==> src/rtl/pixel_link_pkg.sv <==
// pixel_link_pkg
// Shared definitions for the pooled-pixel serial link: the transmit state
// encoding and the default line timing / frame geometry constants.
// No ports; imported by pixel_serializer.

package pixel_link_pkg;

  // Transmit FSM states: line idle, start bit, eight data bits, stop bit
  typedef enum logic [1:0] {
    IDLE  = 2'd0,
    START = 2'd1,
    DATA  = 2'd2,
    STOP  = 2'd3
  } tx_state_t;

  // 115200 baud from a 200 MHz clock
  localparam int DEFAULT_CLKS_PER_BIT = 1736;

  // 31x31 image after stride-2 pooling
  localparam int DEFAULT_FRAME_PIXELS = 961;

  // Input buffer entries; must be a power of two so the pointers wrap freely
  localparam int DEFAULT_FIFO_DEPTH = 4;

endpackage

==> src/rtl/pixel_fifo.sv <==
// pixel_fifo
// Small synchronous FIFO buffering pixels between the pooling stage and the
// serial transmitter. DEPTH must be a power of two (>= 2).
// Ports:
//   clk      - rising-edge clock
//   reset    - synchronous active-high reset, empties the buffer
//   push     - write wr_data this edge (ignored when full)
//   pop      - drop the head entry this edge (ignored when empty)
//   wr_data  - entry to write
//   rd_data  - current head entry (valid while not empty)
//   full     - occupancy equals DEPTH
//   empty    - occupancy is zero

module pixel_fifo #(
  parameter int DEPTH = 4,
  parameter int WIDTH = 8
) (
  input  logic             clk,
  input  logic             reset,
  input  logic             push,
  input  logic             pop,
  input  logic [WIDTH-1:0] wr_data,
  output logic [WIDTH-1:0] rd_data,
  output logic             full,
  output logic             empty
);

  localparam int PTR_W = $clog2(DEPTH);
  localparam int CNT_W = PTR_W + 1;
  localparam logic [CNT_W-1:0] FULL_COUNT = CNT_W'(DEPTH);

  logic [WIDTH-1:0] mem [DEPTH];
  logic [PTR_W-1:0] wr_ptr;
  logic [PTR_W-1:0] rd_ptr;
  logic [CNT_W-1:0] count;
  logic             push_ok;
  logic             pop_ok;

  // Guard both ports here so a misbehaving neighbour can never overflow or
  // underflow the buffer.
  assign push_ok = push && !full;
  assign pop_ok  = pop && !empty;
  assign full    = (count == FULL_COUNT);
  assign empty   = (count == '0);
  assign rd_data = mem[rd_ptr];

  // Storage array; contents need no reset because occupancy gates every read.
  always_ff @(posedge clk) begin
    if (push_ok) begin
      mem[wr_ptr] <= wr_data;
    end
  end

  // Pointers wrap naturally at the power-of-two depth; the separate
  // occupancy count distinguishes full from empty when the pointers meet.
  always_ff @(posedge clk) begin
    if (reset) begin
      wr_ptr <= '0;
      rd_ptr <= '0;
      count  <= '0;
    end else begin
      if (push_ok) begin
        wr_ptr <= wr_ptr + PTR_W'(1);
      end
      if (pop_ok) begin
        rd_ptr <= rd_ptr + PTR_W'(1);
      end
      case ({push_ok, pop_ok})
        2'b10:   count <= count + CNT_W'(1);
        2'b01:   count <= count - CNT_W'(1);
        default: count <= count;
      endcase
    end
  end

endmodule

==> src/rtl/pixel_serializer.sv <==
// pixel_serializer
// Buffers pooled pixels and sends each one as an 8N1 serial character
// (start bit, 8 data bits LSB first, stop bit), counting pixels per frame.
// Ports:
//   clk_200mhz  - single rising-edge clock
//   reset       - synchronous active-high reset, aborts any character
//   pixel_in    - pooled pixel from the pooling stage
//   valid_in    - pixel_in is valid
//   ready_out   - buffer can accept a pixel this edge
//   tx_serial   - registered serial line, idles high
//   tx_busy     - a character is on the line or pixels are still buffered
//   frame_done  - one-cycle pulse when the last pixel of a frame finishes
//   pixel_count - pixels fully transmitted in the current frame

module pixel_serializer #(
  parameter int CLKS_PER_BIT = pixel_link_pkg::DEFAULT_CLKS_PER_BIT,
  parameter int FRAME_PIXELS = pixel_link_pkg::DEFAULT_FRAME_PIXELS,
  parameter int FIFO_DEPTH   = pixel_link_pkg::DEFAULT_FIFO_DEPTH
) (
  input  logic       clk_200mhz,
  input  logic       reset,
  input  logic [7:0] pixel_in,
  input  logic       valid_in,
  output logic       ready_out,
  output logic       tx_serial,
  output logic       tx_busy,
  output logic       frame_done,
  output logic [9:0] pixel_count
);

  import pixel_link_pkg::*;

  localparam int BAUD_W = (CLKS_PER_BIT > 1) ? $clog2(CLKS_PER_BIT) : 1;
  localparam logic [BAUD_W-1:0] BAUD_LAST  = BAUD_W'(CLKS_PER_BIT - 1);
  localparam logic [9:0]        FRAME_LAST = 10'(FRAME_PIXELS - 1);

  tx_state_t         state;
  tx_state_t         state_n;
  logic [BAUD_W-1:0] baud_cnt;
  logic [BAUD_W-1:0] baud_n;
  logic [2:0]        bit_idx;
  logic [2:0]        bit_n;
  logic [7:0]        shift_reg;
  logic [7:0]        shift_n;
  logic              tx_n;
  logic              fifo_pop;
  logic              fifo_full;
  logic              fifo_empty;
  logic [7:0]        fifo_data;
  logic              char_done;

  // ready_out comes only from registered occupancy, so there is no
  // combinational path from valid_in back to the pooling stage.
  assign ready_out = !fifo_full;
  assign tx_busy   = (state != IDLE) || !fifo_empty;

  pixel_fifo #(
    .DEPTH (FIFO_DEPTH),
    .WIDTH (8)
  ) u_fifo (
    .clk     (clk_200mhz),
    .reset   (reset),
    .push    (valid_in && ready_out),
    .pop     (fifo_pop),
    .wr_data (pixel_in),
    .rd_data (fifo_data),
    .full    (fifo_full),
    .empty   (fifo_empty)
  );

  // Transmit state register. The line itself is registered from the value
  // the next state will drive, so the start bit appears right after the pop.
  always_ff @(posedge clk_200mhz) begin
    if (reset) begin
      state     <= IDLE;
      baud_cnt  <= '0;
      bit_idx   <= '0;
      shift_reg <= '0;
      tx_serial <= 1'b1;
    end else begin
      state     <= state_n;
      baud_cnt  <= baud_n;
      bit_idx   <= bit_n;
      shift_reg <= shift_n;
      tx_serial <= tx_n;
    end
  end

  // Next-state logic. Each of START/DATA/STOP holds for CLKS_PER_BIT cycles;
  // DATA shifts the byte right so bit 0 of shift_reg is always the bit on
  // the line. IDLE pops the FIFO head the first cycle it is non-empty.
  always_comb begin
    state_n   = state;
    baud_n    = baud_cnt;
    bit_n     = bit_idx;
    shift_n   = shift_reg;
    fifo_pop  = 1'b0;
    char_done = 1'b0;
    tx_n      = 1'b1;

    case (state)
      IDLE: begin
        if (!fifo_empty) begin
          fifo_pop = 1'b1;
          shift_n  = fifo_data;
          baud_n   = '0;
          state_n  = START;
        end
      end
      START: begin
        if (baud_cnt == BAUD_LAST) begin
          baud_n  = '0;
          bit_n   = '0;
          state_n = DATA;
        end else begin
          baud_n = baud_cnt + BAUD_W'(1);
        end
      end
      DATA: begin
        if (baud_cnt == BAUD_LAST) begin
          baud_n  = '0;
          shift_n = {1'b0, shift_reg[7:1]};
          if (bit_idx == 3'd7) begin
            state_n = STOP;
          end else begin
            bit_n = bit_idx + 3'd1;
          end
        end else begin
          baud_n = baud_cnt + BAUD_W'(1);
        end
      end
      STOP: begin
        if (baud_cnt == BAUD_LAST) begin
          baud_n    = '0;
          state_n   = IDLE;
          char_done = 1'b1;
        end else begin
          baud_n = baud_cnt + BAUD_W'(1);
        end
      end
      default: state_n = IDLE;
    endcase

    case (state_n)
      START:   tx_n = 1'b0;
      DATA:    tx_n = shift_n[0];
      default: tx_n = 1'b1;
    endcase
  end

  // Per-frame pixel counter: advances when a stop bit completes and wraps at
  // the frame size, pulsing frame_done in the same cycle as the wrap.
  always_ff @(posedge clk_200mhz) begin
    if (reset) begin
      pixel_count <= '0;
      frame_done  <= 1'b0;
    end else begin
      frame_done <= 1'b0;
      if (char_done) begin
        if (pixel_count == FRAME_LAST) begin
          pixel_count <= '0;
          frame_done  <= 1'b1;
        end else begin
          pixel_count <= pixel_count + 10'd1;
        end
      end
    end
  end

endmodule

==> config.mk <==
export PLATFORM = sky130hd
export DESIGN_NAME = pixel_serializer
export DESIGN_NICKNAME = d
export VERILOG_FILES = /design/src/rtl/pixel_link_pkg.sv /design/src/rtl/pixel_fifo.sv /design/src/rtl/pixel_serializer.sv
export SDC_FILE = /design/constraint.sdc
export NUM_CORES = 1
export LEC_CHECK = 0
export BUFFER_PORTS_ARGS = -buffer_cell sky130_fd_sc_hd__buf_2
export CAP_MARGIN = 10
export CORE_UTILIZATION = 64
export CTS_CLUSTER_DIAMETER = 40
export DETAILED_ROUTE_END_ITERATION = 8
export HOLD_SLACK_MARGIN = 0.06
export PLACE_DENSITY = 0.83
export SYNTH_ARGS = -nofsm -noshare
export SYNTH_HDL_FRONTEND = slang
export SYNTH_SLANG_ARGS = --single-unit
==> constraint.sdc <==
create_clock -name clk_200mhz -period 4.6 [get_ports clk_200mhz]
set_input_delay 0.23 -clock clk_200mhz [delete_from_list [all_inputs] [get_ports clk_200mhz]]
set_output_delay 0.23 -clock clk_200mhz [all_outputs]
set_load 0.05 [all_outputs]
== After elaboration in Yosys (flattened, before gate mapping) ==
Memory sizes are Yosys's and may differ from the RTL's. A register that Yosys moved wholly into a read port is not among the register bits.
Index checks and enable logic that the tools add are counted.
Storage, ports and cells
  register bits after elaboration: 43
  bits in writable memories: 32
  input bits: 11
  memories: 1
Operators by class
  $add $sub $neg: 7
  equal/unequal tests: 15
  mux-type cells: 28
  bitwise logic cells: 1
  reductions and logical operators: 16
Memories
  u_fifo.mem: words 4, width 8, rd ports 1, clocked after Yosys merged registers in 1, wr ports 1, line pixel_fifo.sv:32  | logic [WIDTH-1:0] mem [DEPTH];
Operators with widths (count)
  $mux W11: 2
  $pmux W11 S2: 1
  $mux W8: 2
  $pmux W8 S2: 1
  $mux W2: 7
  $pmux W3 S2: 2
  $add A11 B1 Y11 const B: 1
  $eq A11 B11 Y1 const B: 1
  $add A10 B1 Y10 const B: 1
  $eq A10 B10 Y1 const B: 1
  $mux W10: 1
  $mux W3: 3
  $eq A2 B2 Y1 const B: 4
  $ne A2 B2 Y1 const B: 4
  $pmux W2 S4: 1
  $reduce_bool A2 Y1: 4
  $mux W1: 7
  $add A3 B1 Y3 const B: 2
  $eq A2 B1 Y1 const B: 3
  $eq A3 B3 Y1 const B: 2
  $add A2 B1 Y2 const B: 2
  $reduce_and A4 Y1: 1
  $logic_and A1 B1 Y1: 3
  $logic_not A3 Y1: 1
  other kinds (9): 10

== Depth between registers and ports, before layout ==
Gate-level depths: netlist of run 1.
  depth in word-level cells: 6
  mapped depth: 10

== Modules after synthesis ==
A second synthesis of run 1 with hierarchy kept.
Unflattened totals
  cell total of the unflattened synthesis: 303
  area, all modules: 3419.5 µm²
Modules (own cells, without submodules)
  pixel_serializer: instances 1, cells each 207, area an instance 1784.2 µm², seq. area each 720.7 µm²
  pixel_fifo: instances 1, cells each 96, area an instance 1635.3 µm², seq. area each 1141.1 µm²

== Worst setup path after synthesis of run 1 ==
OpenSTA, ideal clock, no wires.
  kind: register -> register
  from: reg u_fifo.count[1]
  to: reg u_fifo.count[2]
  arrival: 2.482 ns
  slack: 2.047 ns
  stages on the path, launching flop included: 11
  path buffers: 0
  clock period less this slack: 2.553 ns
  cells stage by stage: dfxtp_1 -> inv_1 -> nand3_1 -> and2_1 -> inv_1 -> ha_1 -> inv_1 -> fa_1 -> xor2_1 -> or3_1 -> a21oi_1
Between the ends
  cells in the longest elaborated chain, start to end: 6
  elaborated cells on any way between the ends: 15
Ends and longest elaborated chain
  start: declaration: line pixel_fifo.sv:35  | logic [CNT_W-1:0] count;
  start signal: assignment: line pixel_fifo.sv:69  | 2'b10: count <= count + CNT_W'(1);
  start signal: assignment: line pixel_fifo.sv:70  | 2'b01: count <= count - CNT_W'(1);
  start signal: assignment: line pixel_fifo.sv:71  | default: count <= count;
  $eq A3 B3 Y1 (*): line pixel_fifo.sv:43  | assign full = (count == FULL_COUNT);
  $logic_not A1 Y1 (*): line pixel_serializer.sv:54  | assign ready_out = !fifo_full;
  via ready_out: line pixel_serializer.sv:24  | output logic ready_out,
  $logic_and A1 B1 Y1: line pixel_serializer.sv:63  | .push (valid_in && ready_out),
  $logic_and A1 B1 Y1 (*): line pixel_fifo.sv:41  | assign push_ok = push && !full;
  $eq A2 B1 Y1 or $eq A2 B2 Y1 (tied branches): line pixel_fifo.sv:68  | case ({push_ok, pop_ok})
  $pmux W3 S2 or $reduce_bool A2 Y1 (tied branches)
Mark *: on every way through the listed nets, which the timed path passes. The rest lies on a longest branch.
A chain may end at the register's enable or synchronous reset.

== Worst setup path in the final report of run 1 ==
  from: reg baud_cnt[0]
  to: reg baud_cnt[3]
Between the ends
  cells in the longest elaborated chain, start to end: 3
  elaborated cells on any way between the ends: 4
Ends and longest elaborated chain
  start: declaration: line pixel_serializer.sv:39  | logic [BAUD_W-1:0] baud_cnt;
  start signal: assignment: line pixel_serializer.sv:82  | baud_cnt <= baud_n;
  $add A11 B1 Y11 or $eq A11 B11 Y1 (tied branches)
  $mux W11 (*): line pixel_serializer.sv:111, pixel_serializer.sv:120, pixel_serializer.sv:133
  $pmux W11 S2 (*): line pixel_serializer.sv:101  | case (state)
Every way passes the cells marked *; elsewhere a longest branch is shown, timed or not.

==> impl_results.md, run 1 <==
- Sequential Power Share: 48.6%
- Synth Area per Inst: 11.32 µm²
- Routability cong.: around 0.83
- Period utilisation layout: 54.56%
- Power per cell area: roughly 500 nW/µm²
- Top reg by flops: u_fifo.mem
- Slew margin rel.: about 39%
- Synthesized flop and latch total: 77
- Synth top area share: about 28%
- Chip height: about 75 µm
- Max-slew violation count: 0
- Flip-flop count of the largest register after layout: 32
- Arrival time at the worst endpoint: around 2.7 ns
- Most frequent cells in the layout: 45 x dfxtp_1, 36 x nor2_1, 32 x edfxtp_1
- DRT Wirelength: approximately 5900 µm
- Core footprint: roughly 5000 µm²
- Placed cell count: about 380
- Wirelength per Cell: approximately 15 µm
- Primary FF master, synth: dfxtp_1
- Deepest clock path buffer count: 2
- Largest net degree at the start of global routing: 36
- Switch Pwr: around 630 µW
- Fraction of layout cells with a size suffix above 1: 16.77%
- Reg clk slew, reported paths: 0.08 ns
- Synth area leader: edfxtp_1
- Initial Utilization: 66.51%
- Seq/Total Area, Yosys: 54.81%
- First-pass GRT wire length: around 9400 µm
- DIE AREA: 5603 µm²
- Syn nets: between 300 and 400
- Tot GR Track Use: between 20% and 30%
- Final Critical Period: around 2.5 ns
- Post-CTS Hold Buffers: 0
- CTS resizes: 0
- Synth Warn #: 0
- Comb pwr share: roughly 28%
- Met3 Track Usage GR: approximately 8%
- CP startpoint kind: register
- Final hold violation count: 0
- H-tree levels: 3
- Clock sinks: between 70 and 80
- Final Skew: 0.006666 ns
- RSZ-0062 raised after global routing: no
- Setup-failing EPs final: 0
- Yosys cell types: 46
- Crit-path slowest cell: nor3_2
- Remaining antenna violation count: 0
- Mapped Cells: 300
- CP Max Fanout: 16
- Worst-path cell chain: ha_1 -> nand4bb_4 -> nor3_2 -> nor2_1 -> a41oi_1 -> a311oi_1
- Post-synth EDFFs: 32
- Int Pwr: 1.208 mW
- Fmax: 398.5 MHz
- WP data required: between 4 and 5 ns
- DRT Pass-1 Iters: 4
- Synth Cell Area: ~3400 µm²
- Post-synthesis async set-or-reset flop share: 0%
- Row count: 26
- Clock Power Share: about a quarter
- Number of port buffers: 24
- Setup Buffers After CTS: 0
- Detailed Place HPWL: approximately 4000 µm
- WS Path Type: register to register
- Final Instance Count excl. Fillers: roughly 400
- Initial antenna violation count: 0
- Cell leakage power: approximately 1.3 nW
- Hold Path Class: input pin to register
- Slew @ Worst Pin: 0.9078 ns
- Max cap viols: 0
- Routed vias/inst: about 6
- GR Util met1: between 20% and 30%
- CTS buffer count: 9
- Vias: ~2,400
- Layout Nets: between 300 and 400
- Initial DRC Count: around 150
- Switching part of the total power: between 30% and 40%
- Peak VDD IR: 0.4106 mV
- Leading cell type in the layout, fill and taps excluded: dfxtp_1
- Endpoint class of the critical path: register
- Clk_lat worst skew: around 0.35 ns
- Number of remaining DRC errors: 0
- Die Wd: between 70 and 80 µm
- IO Pins: 25
- GR peak layer: met2
- Clock Root Buffer: clkbuf_8
- Ranking of synthesized cells by area: edfxtp_1 28%, dfxtp_1 27%, mux4_2 5.3%
- Area Overhead vs Synth: 9.576%
- Max stage delay on crit path: 0.72 ns
- Run status: finished clean
- Antenna diodes: 0
- Setup Total Neg Slack: 0 ns
- M2 GR Usage: approximately 40%
- CTS tree: built
- Number of global-route vias before repair: between 2,000 and 2,500
- Largest regs: u_fifo.mem: 32 flops, baud_cnt: 11 flops, pixel_count: 10 flops
- Global route total overflow: 0
[synthesized netlist by cell type (3+ instances only)]
cell type / instances
dfxtp_1: 45
nor2_1: 36
edfxtp_1: 32
nand2_1: 26
a21oi_1: 16
nor3_1: 11
ha_1: 10
a311oi_1: 9
and3_1: 9
inv_1: 9
mux4_2: 8
a22oi_1: 7
clkbuf_1: 7
xnor2_1: 7
xor2_1: 7
nand3_1: 6
o21ai_0: 6
buf_2: 4
mux2i_1: 4
nand4_1: 4
and2_1: 3
nand2b_1: 3
or3_1: 3
[cell type report]
class	count	area [µm²]
Sequential cell	77	1862
Multi-Input combinational cell	200	1444
Fill cell	373	1385
Clock buffer	12	136.4
Timing Repair Buffer	25	127.6
Tap cell	70	87.58
Inverter	10	37.54
Clock inverter	4	27.53
[worst paths after layout]
| path | startpoint | end | slack [ns] | cells after the start |
|---|---|---|---|---|
| setup / recovery | baud_cnt[0]$_SDFFE_PP0P_ | baud_cnt[3]$_SDFFE_PP0P_ | 2.09 | 6 |
| hold / removal | pixel_in[0] | u_fifo.mem[1][0]$_DFFE_PP_ | 0.08 | 1 |
| setup reg to reg | baud_cnt[0]$_SDFFE_PP0P_ | baud_cnt[3]$_SDFFE_PP0P_ | 2.09 | 6 |
| hold reg to reg | shift_reg[3]$_SDFFE_PP0P_ | shift_reg[3]$_SDFFE_PP0P_ | 0.46 | 2 |
[power by group through the flow]
stage	combinational, mW	sequential, mW	clock [mW]
final	0.514	0.896	0.433
after global routing	0.574	0.913	0.463
after CTS	0.515	0.898	0.439
after detailed placement	0.512	0.913	0
after global placement	0.497	0.905	0
after floorplan	0.419	0.882	0
[metal layers]
metal | up-vias | wire (µm)
met5 | - | 0
met1 | 1148 | 2538
li1 | 1150 | -
met3 | 5 | 221
met2 | 47 | 3061
met4 | 0 | 56
[critical path, delay by kind of cell (launching register included)]
kind,cells,cell delay (ns)
and+or+nand+nor,3,1.29
DFF,1,0.41
AOI/OAI and AO/OA,2,0.39
adders and majority gates,1,0.26
[per-stage QoR]
| stage | power (mW) | cell area (µm²) | util [%] | worst slack [ns] | hold slack (ns) |
|---|---|---|---|---|---|
| after floorplan | 1.301 | 3397 | - | 2.047 | 0.3289 |
| after global routing | 1.950 | 3722 | 72.88 | 1.865 | 0.07292 |
| after detailed placement | 1.425 | 3558 | 69.67 | 2.121 | 0.4467 |
| after CTS | 1.852 | 3722 | 72.88 | 2.115 | 0.07778 |
| final | 1.843 | 3722 | 72.88 | 2.090 | 0.08333 |
| after global placement | 1.402 | 3558 | 69.67 | 2.186 | 0.4399 |
[kinds of logic after synthesis]
group                    share of synthesized area [%]
AO/OA/AOI/OAI                                    9.319
XOR/XNOR                                         3.610
adder cells (fa/ha/maj)                          4.273
buffers and inverters                            2.689
flip-flops                                       54.81
multiplexers                                     6.814
AND/OR/NAND/NOR                                  18.49
Note: power is estimated with default switching activity, not from simulation.
==> run 2: changes to the inputs <==
CORE_UTILIZATION = 54   (was 64)
PLACE_DENSITY = 0.75   (was 0.83)
clock period = 2.17 ns   (was 4.6 ns; I/O delays follow)
==> run 2 against run 1 <==
Net effect:
- utilization decreased by 6.7 points
- critical path depth rose by 4
- global-route usage is 2.9 points lower
- final cell count is 5.0% higher
- count of clock-buffer cells in the layout shrank 2
- critical path type unchanged
- largest cell class unchanged
- largest power group unchanged
- highest routed layer unchanged
==> impl_results.md, run 2 (synthesis gave the netlist of run 1 again) <==
- Run status: finished clean
- Slew @ Worst Pin: 0.5436 ns
- CTS tree: built
- Most frequent cells in the layout: 42 x dfxtp_1, 35 x nor2_1, 32 x edfxtp_1
- Fmax: 478.6 MHz
- RSZ-0062 raised after global routing: yes
- R2R setup slack: around 0.081 ns
- Area Overhead vs Synth: 16.76%
- Final Skew: between 0.009 and 0.01 ns
- Fraction of layout cells with a size suffix above 1: between 20% and 30%
- DRT Wirelength: 6055 µm
- Reg2reg path depth: 10
- Initial Utilization: 56.70%
- DRT Pass-1 Iters: 4
- WS Path Type: register to register
- Hold WS: 0.1804 ns
- GR Util met1: between 20 and 30%
- Chip height: around 80 µm
- Hold Crit Depth: 3
- Row count: 28
- Initial DRC Count: 147
- Detailed Place HPWL: around 4000 µm
- DIE AREA: 6612 µm²
- GR peak layer: met2
- Leading cell type in the layout, fill and taps excluded: dfxtp_1
- Layout Nets: 360
- Endpoint class of the critical path: register
- Worst flop-to-flop path endpoint: u_fifo.count[2]$_SDFFE_PP0P_
- Largest net degree at the start of global routing: 35
- Antenna diodes: 0
- Initial antenna violation count: 0
- Met3 Track Usage GR: under 10%
- DP Worst Slack: 0.02534 ns
- Top reg by flops: u_fifo.mem
- Setup WS post-layout: roughly 0.08 ns
- Deepest clock path buffer count: 2
- Wirelength per Cell: 14.49 µm
- Hold Path Class: input pin to register
- Arrival time at the worst endpoint: 2.36 ns
- Routed vias/inst: 5.624
- Number of global-route vias before repair: between 2,000 and 2,500
- Peak VDD IR: about 0.73 mV
- WP data required: roughly 2.4 ns
- Final hold violation count: 0
- Setup Total Neg Slack: 0 ns
- Total Power: approximately 4.2 mW
- Vias: ~2,400
- Max cap viols: 0
- Fin util: ~66%
- M2 GR Usage: 33.58%
- Cell leakage power: between 1 and 1.5 nW
- Die Wd: around 80 µm
- Slew margin rel.: a little under two thirds
- Clock Root Buffer: clkbuf_8
- Tot GR Track Use: between 20 and 25%
- Fill count: between 400 and 500
- Largest regs: u_fifo.mem: 32 flops, baud_cnt: 11 flops, pixel_count: 10 flops
- Period utilisation layout: approximately 96%
- CP Max Fanout: 6
- Clk_lat worst skew: 0.35 ns
- Setup Buffers After CTS: 0
- Number of port buffers: 24
- WHS Endpoint: pixel_count[8]$_SDFFE_PP0P_
- Global route total overflow: 0
- Power per cell area: 1068 nW/µm²
- Max-slew violation count: 0
- Routability cong.: between 0.7 and 0.8
- HP Start: reset
- Flip-flop count of the largest register after layout: 32
- Reg clk slew, reported paths: ~0.09 ns
- CTS buffer count: 9
- Clock sinks: slightly below 80
- First-pass GRT wire length: 10,020 µm
- Core footprint: roughly 6000 µm²
- Critical R2R Launch: u_fifo.count[0]$_SDFFE_PP0P_
- Number of remaining DRC errors: 0
- CP startpoint kind: register
- Final Critical Period: roughly 2.1 ns
- Setup-failing EPs final: 0
- IO Pins: 25
- H-tree levels: 3
- Remaining antenna violation count: 0
run 2: cell count changes in the layout (fill, tap and decap cells not counted), sizes merged:
cell | previous run | this run
clkinv | 2 | 5
dlygate4sd3 | 0 | 8
inv | 9 | 10
bufinv | 0 | 1
clkbuf | 12 | 10
buf | 25 | 32
clkinvlp | 3 | 0
run 2: timing repair:
action	CTS	global route
setup endpoints to repair	1	8
pin swaps	0	0
gates resized for setup	1	11
hold endpoints to repair	32	0
hold buffers	8	0
run 2: worst max-delay path by stage:
stage	depth (start not counted)	endpoint	start
5_1_grt	10	u_fifo.count[2]$_SDFFE_PP0P_	u_fifo.count[1]$_SDFFE_PP0P_
3_3_place_gp	10	u_fifo.count[2]$_SDFFE_PP0P_	u_fifo.count[0]$_SDFFE_PP0P_
4_1_cts	10	u_fifo.count[2]$_SDFFE_PP0P_	u_fifo.count[1]$_SDFFE_PP0P_
2_1_floorplan	9	u_fifo.count[2]$_SDFFE_PP0P_	state[1]$_SDFF_PP0_
3_5_place_dp	10	u_fifo.count[2]$_SDFFE_PP0P_	u_fifo.count[1]$_SDFFE_PP0P_
6_report	10	u_fifo.count[2]$_SDFFE_PP0P_	u_fifo.count[0]$_SDFFE_PP0P_
run 2: metal layers:
| layer | share of wire [%] | vias up |
|---|---|---|
| li1 | - | 1177 |
| met1 | 47 | 1115 |
| met2 | 49 | 50 |
| met3 | 3.5 | 9 |
| met4 | 1.2 | 0 |
| met5 | 0 | - |
run 2: per-stage QoR:
step / std cells / cell area (µm²)
finish: 418 / 3966
global route: 418 / 3966
CTS: 418 / 3945
detailed placement: 394 / 3656
global placement: 394 / 3656
floorplan: 300 / 3435
run 2: cell type report:
cell class                      count  area [µm²]  share of cell area (%)
Inverter                           10       43.79                   1.104
Clock buffer                       10       137.6                   3.470
Sequential cell                    77        1866                   47.03
Tap cell                           75       93.84                   2.366
Clock inverter                      6       70.07                   1.767
Timing Repair Buffer               40       272.8                   6.877
Multi-Input combinational cell    200        1483                   37.38
run 2: worst max-delay path, cell delays in order, from the launching register on:
cell and delay, ns:
dfxtp_2 0.36, inv_4 0.07, nand3_4 0.08, and2_4 0.18, inv_1 0.07, ha_2 0.18
inv_1 0.05, fa_1 0.37, xor2_1 0.18, or3_1 0.32, a21oi_1 0.15
run 2: power by group:
part / leakage [nW] / total, mW / internal [mW] / switching (mW)
logic: 0.685 / 1.22 / 0.488 / 0.734
clock network: 0.107 / 1.12 / 0.571 / 0.549
registers: 0.660 / 1.89 / 1.73 / 0.167
total: 1.45 / 4.24 / 2.79 / 1.45
==> run 3: changes to the inputs <==
MAX_ROUTING_LAYER = met4   (was default)
==> run 3 against run 2 <==
Net effect:
- via count about the same
- sequential share of layout area unchanged
- setup slack worse by 0.0029 ns
- utilization unchanged
- first-iteration DRC count rose by 10%
- sequential cell count unchanged
- worst hold slack got worse by 0.00056 ns
- die area unchanged
- final cell count did not move
- clock skew hardly changed
- largest cell class unchanged
- largest power group unchanged
- highest routed layer unchanged
==> impl_results.md, run 3 (synthesis gave the netlist of run 1 again) <==
- Run status: finished clean
- Row count: 28
- Switching part of the total power: 34.20%
- Die Wd: between 80 and 90 µm
- Top reg by flops: u_fifo.mem
- Sequential Power Share: between 40% and 50%
- Int Pwr: 2.787 mW
- DRT Wirelength: between 6000 and 7000 µm
- Clock Power Share: 26.4%
- Crit-path slowest cell: fa_1
- CTS buffer count: 9
- Reg2reg path depth: 10
- CP bufs+invs: 3
- Initial antenna violation count: 0
- First-pass GRT wire length: roughly 10,000 µm
- Final Critical Period: approximately 2.1 ns
- Detailed Place HPWL: about 4000 µm
- Clock sinks: between 70 and 80
- Initial DRC Count: 162
- Arrival time at the worst endpoint: 2.36 ns
- Leading cell type in the layout, fill and taps excluded: dfxtp_1
- Worst-path cell chain: inv_4 -> nand3_4 -> and2_4 -> inv_1 -> ha_2 -> inv_1 -> fa_1 -> xor2_1 -> or3_1 -> a21oi_1
- Chip height: approximately 81 µm
- Flip-flop count of the largest register after layout: 32
- WS Path Type: register to register
- H-tree levels: 3
- Antenna diodes: 0
- Core footprint: 5991 µm²
- Setup-failing EPs final: 0
- Slew margin rel.: 63.72%
- Switch Pwr: 1.448 mW
- Max-slew violation count: 0
- Layout Nets: between 300 and 400
- Reg clk slew, reported paths: ~0.080 ns
- Number of port buffers: 24
- Fill count: between 400 and 500
- Routed vias/inst: between 5 and 6
- CP dominant cell by count: inv_1
- Hold Crit Depth: 3
- Max stage delay on crit path: around 0.37 ns
- Initial Utilization: 56.70%
- Fmax: 478.0 MHz
- Crit-path leading delay family: simple AND/OR/NAND/NOR gates
- WP data required: between 2 and 2.5 ns
- Multi-input gate area: 1483 µm²
- R2R setup slack: just under 0.08 ns
- Most frequent cells in the layout: 42 x dfxtp_1, 35 x nor2_1, 32 x edfxtp_1
- Setup Buffers After CTS: 0
- Register area: between 1500 and 2000 µm²
- RSZ-0062 raised after global routing: yes
- Area Overhead vs Synth: 16.76%
- Comb pwr share: roughly 29%
- DIE AREA: around 6600 µm²
- Endpoint class of the critical path: register
- Largest regs: u_fifo.mem: 32 flops, baud_cnt: 11 flops, pixel_count: 10 flops
- Number of global-route vias before repair: around 2,200
- Number of remaining DRC errors: 0
- Max cap viols: 0
- Hold Path Class: input pin to register
- Cell leakage power: approximately 1.5 nW
- Fin util: 66.21%
- CP Max Fanout: 6
- Tot GR Track Use: 21.13%
- Deepest clock path buffer count: 2
- CTS tree: built
- Slew @ Worst Pin: roughly 0.54 ns
- Critical path depth in cells: 10
- Clock Root Buffer: clkbuf_8
- Global route total overflow: 0
- Final Skew: a little under 0.009 ns
- Remaining antenna violation count: 0
- Wirelength per Cell: approximately 15 µm
- Fraction of layout cells with a size suffix above 1: 22.45%
- Vias: 2,352
- Placed cell count: between 300 and 400
- Routability cong.: about 0.75
- Peak VDD IR: approximately 0.74 mV
- Period utilisation layout: a little over nine tenths
- CP startpoint kind: register
- Clk_lat worst skew: approximately 0.34 ns
- IO Pins: 25
- Largest net degree at the start of global routing: 35
- Power per cell area: approximately 1100 nW/µm²
- Final Instance Count excl. Fillers: around 420
- DRT Pass-1 Iters: 6
- Final hold violation count: 0
run 3: cell counts in the layout (fill, tap and decap cells not counted):
Identical to the previous run, type by type.
run 3: path summary, 6_finish.rpt:
path	from	end
max	u_fifo.count[1]$_SDFFE_PP0P_	u_fifo.count[2]$_SDFFE_PP0P_
min	reset	pixel_count[8]$_SDFFE_PP0P_
max reg2reg	u_fifo.count[1]$_SDFFE_PP0P_	u_fifo.count[2]$_SDFFE_PP0P_
min reg2reg	shift_reg[2]$_SDFFE_PP0P_	shift_reg[2]$_SDFFE_PP0P_
run 3: worst min-delay path: stages:
cell	delay, ns
buf_2	0.09
nand2b_2	0.23
a21oi_1	0.06
run 3: stage by stage:
stage          power [mW]  hold slack, ns  instance area [µm²]  setup slack [ns]   TNS, ns
6_report            4.235          0.1799                 3966           0.07776         0
5_1_grt             4.470          0.1789                 3966          -0.02201  -0.02201
3_3_place_gp        3.058          0.3205                 3656            0.1288         0
3_5_place_dp        3.090          0.3234                 3656           0.02534         0
4_1_cts             4.220          0.1834                 3945          0.002806         0
2_1_floorplan       2.828          0.2074                 3435          0.007060         0
run 3: metal layers:
layer  vias up  track usage, %  share of wire [%]
met3         9           5.955                3.1
met2        39           33.58                 48
met4         0           6.964                1.2
met1      1126           25.90                 47
met5         -               -                  0
li1       1178               -                  -
run 3: final cells by class:
class	instances	share of cell area (%)
clock inverter	6	1.767
inverter	10	1.104
multi-input combinational	200	37.38
sequential	77	47.03
clock buffer	10	3.470
tap	75	2.366
timing repair buffer	40	6.877
run 3: repair_timing:
item,4_1_cts,5_1_grt
endpoints found under the hold margin,32,0
setup endpoints to repair,1,8
hold buffers,8,0
resized for setup,1,11
run 3: power by group through the flow:
stage          combinational [mW]  clock [mW]  sequential (mW)
2_1_floorplan               0.949           0             1.88
3_3_place_gp                 1.15           0             1.91
3_5_place_dp                 1.17           0             1.92
4_1_cts                      1.20        1.14             1.88
5_1_grt                      1.35        1.20             1.92
6_report                     1.22        1.12             1.90
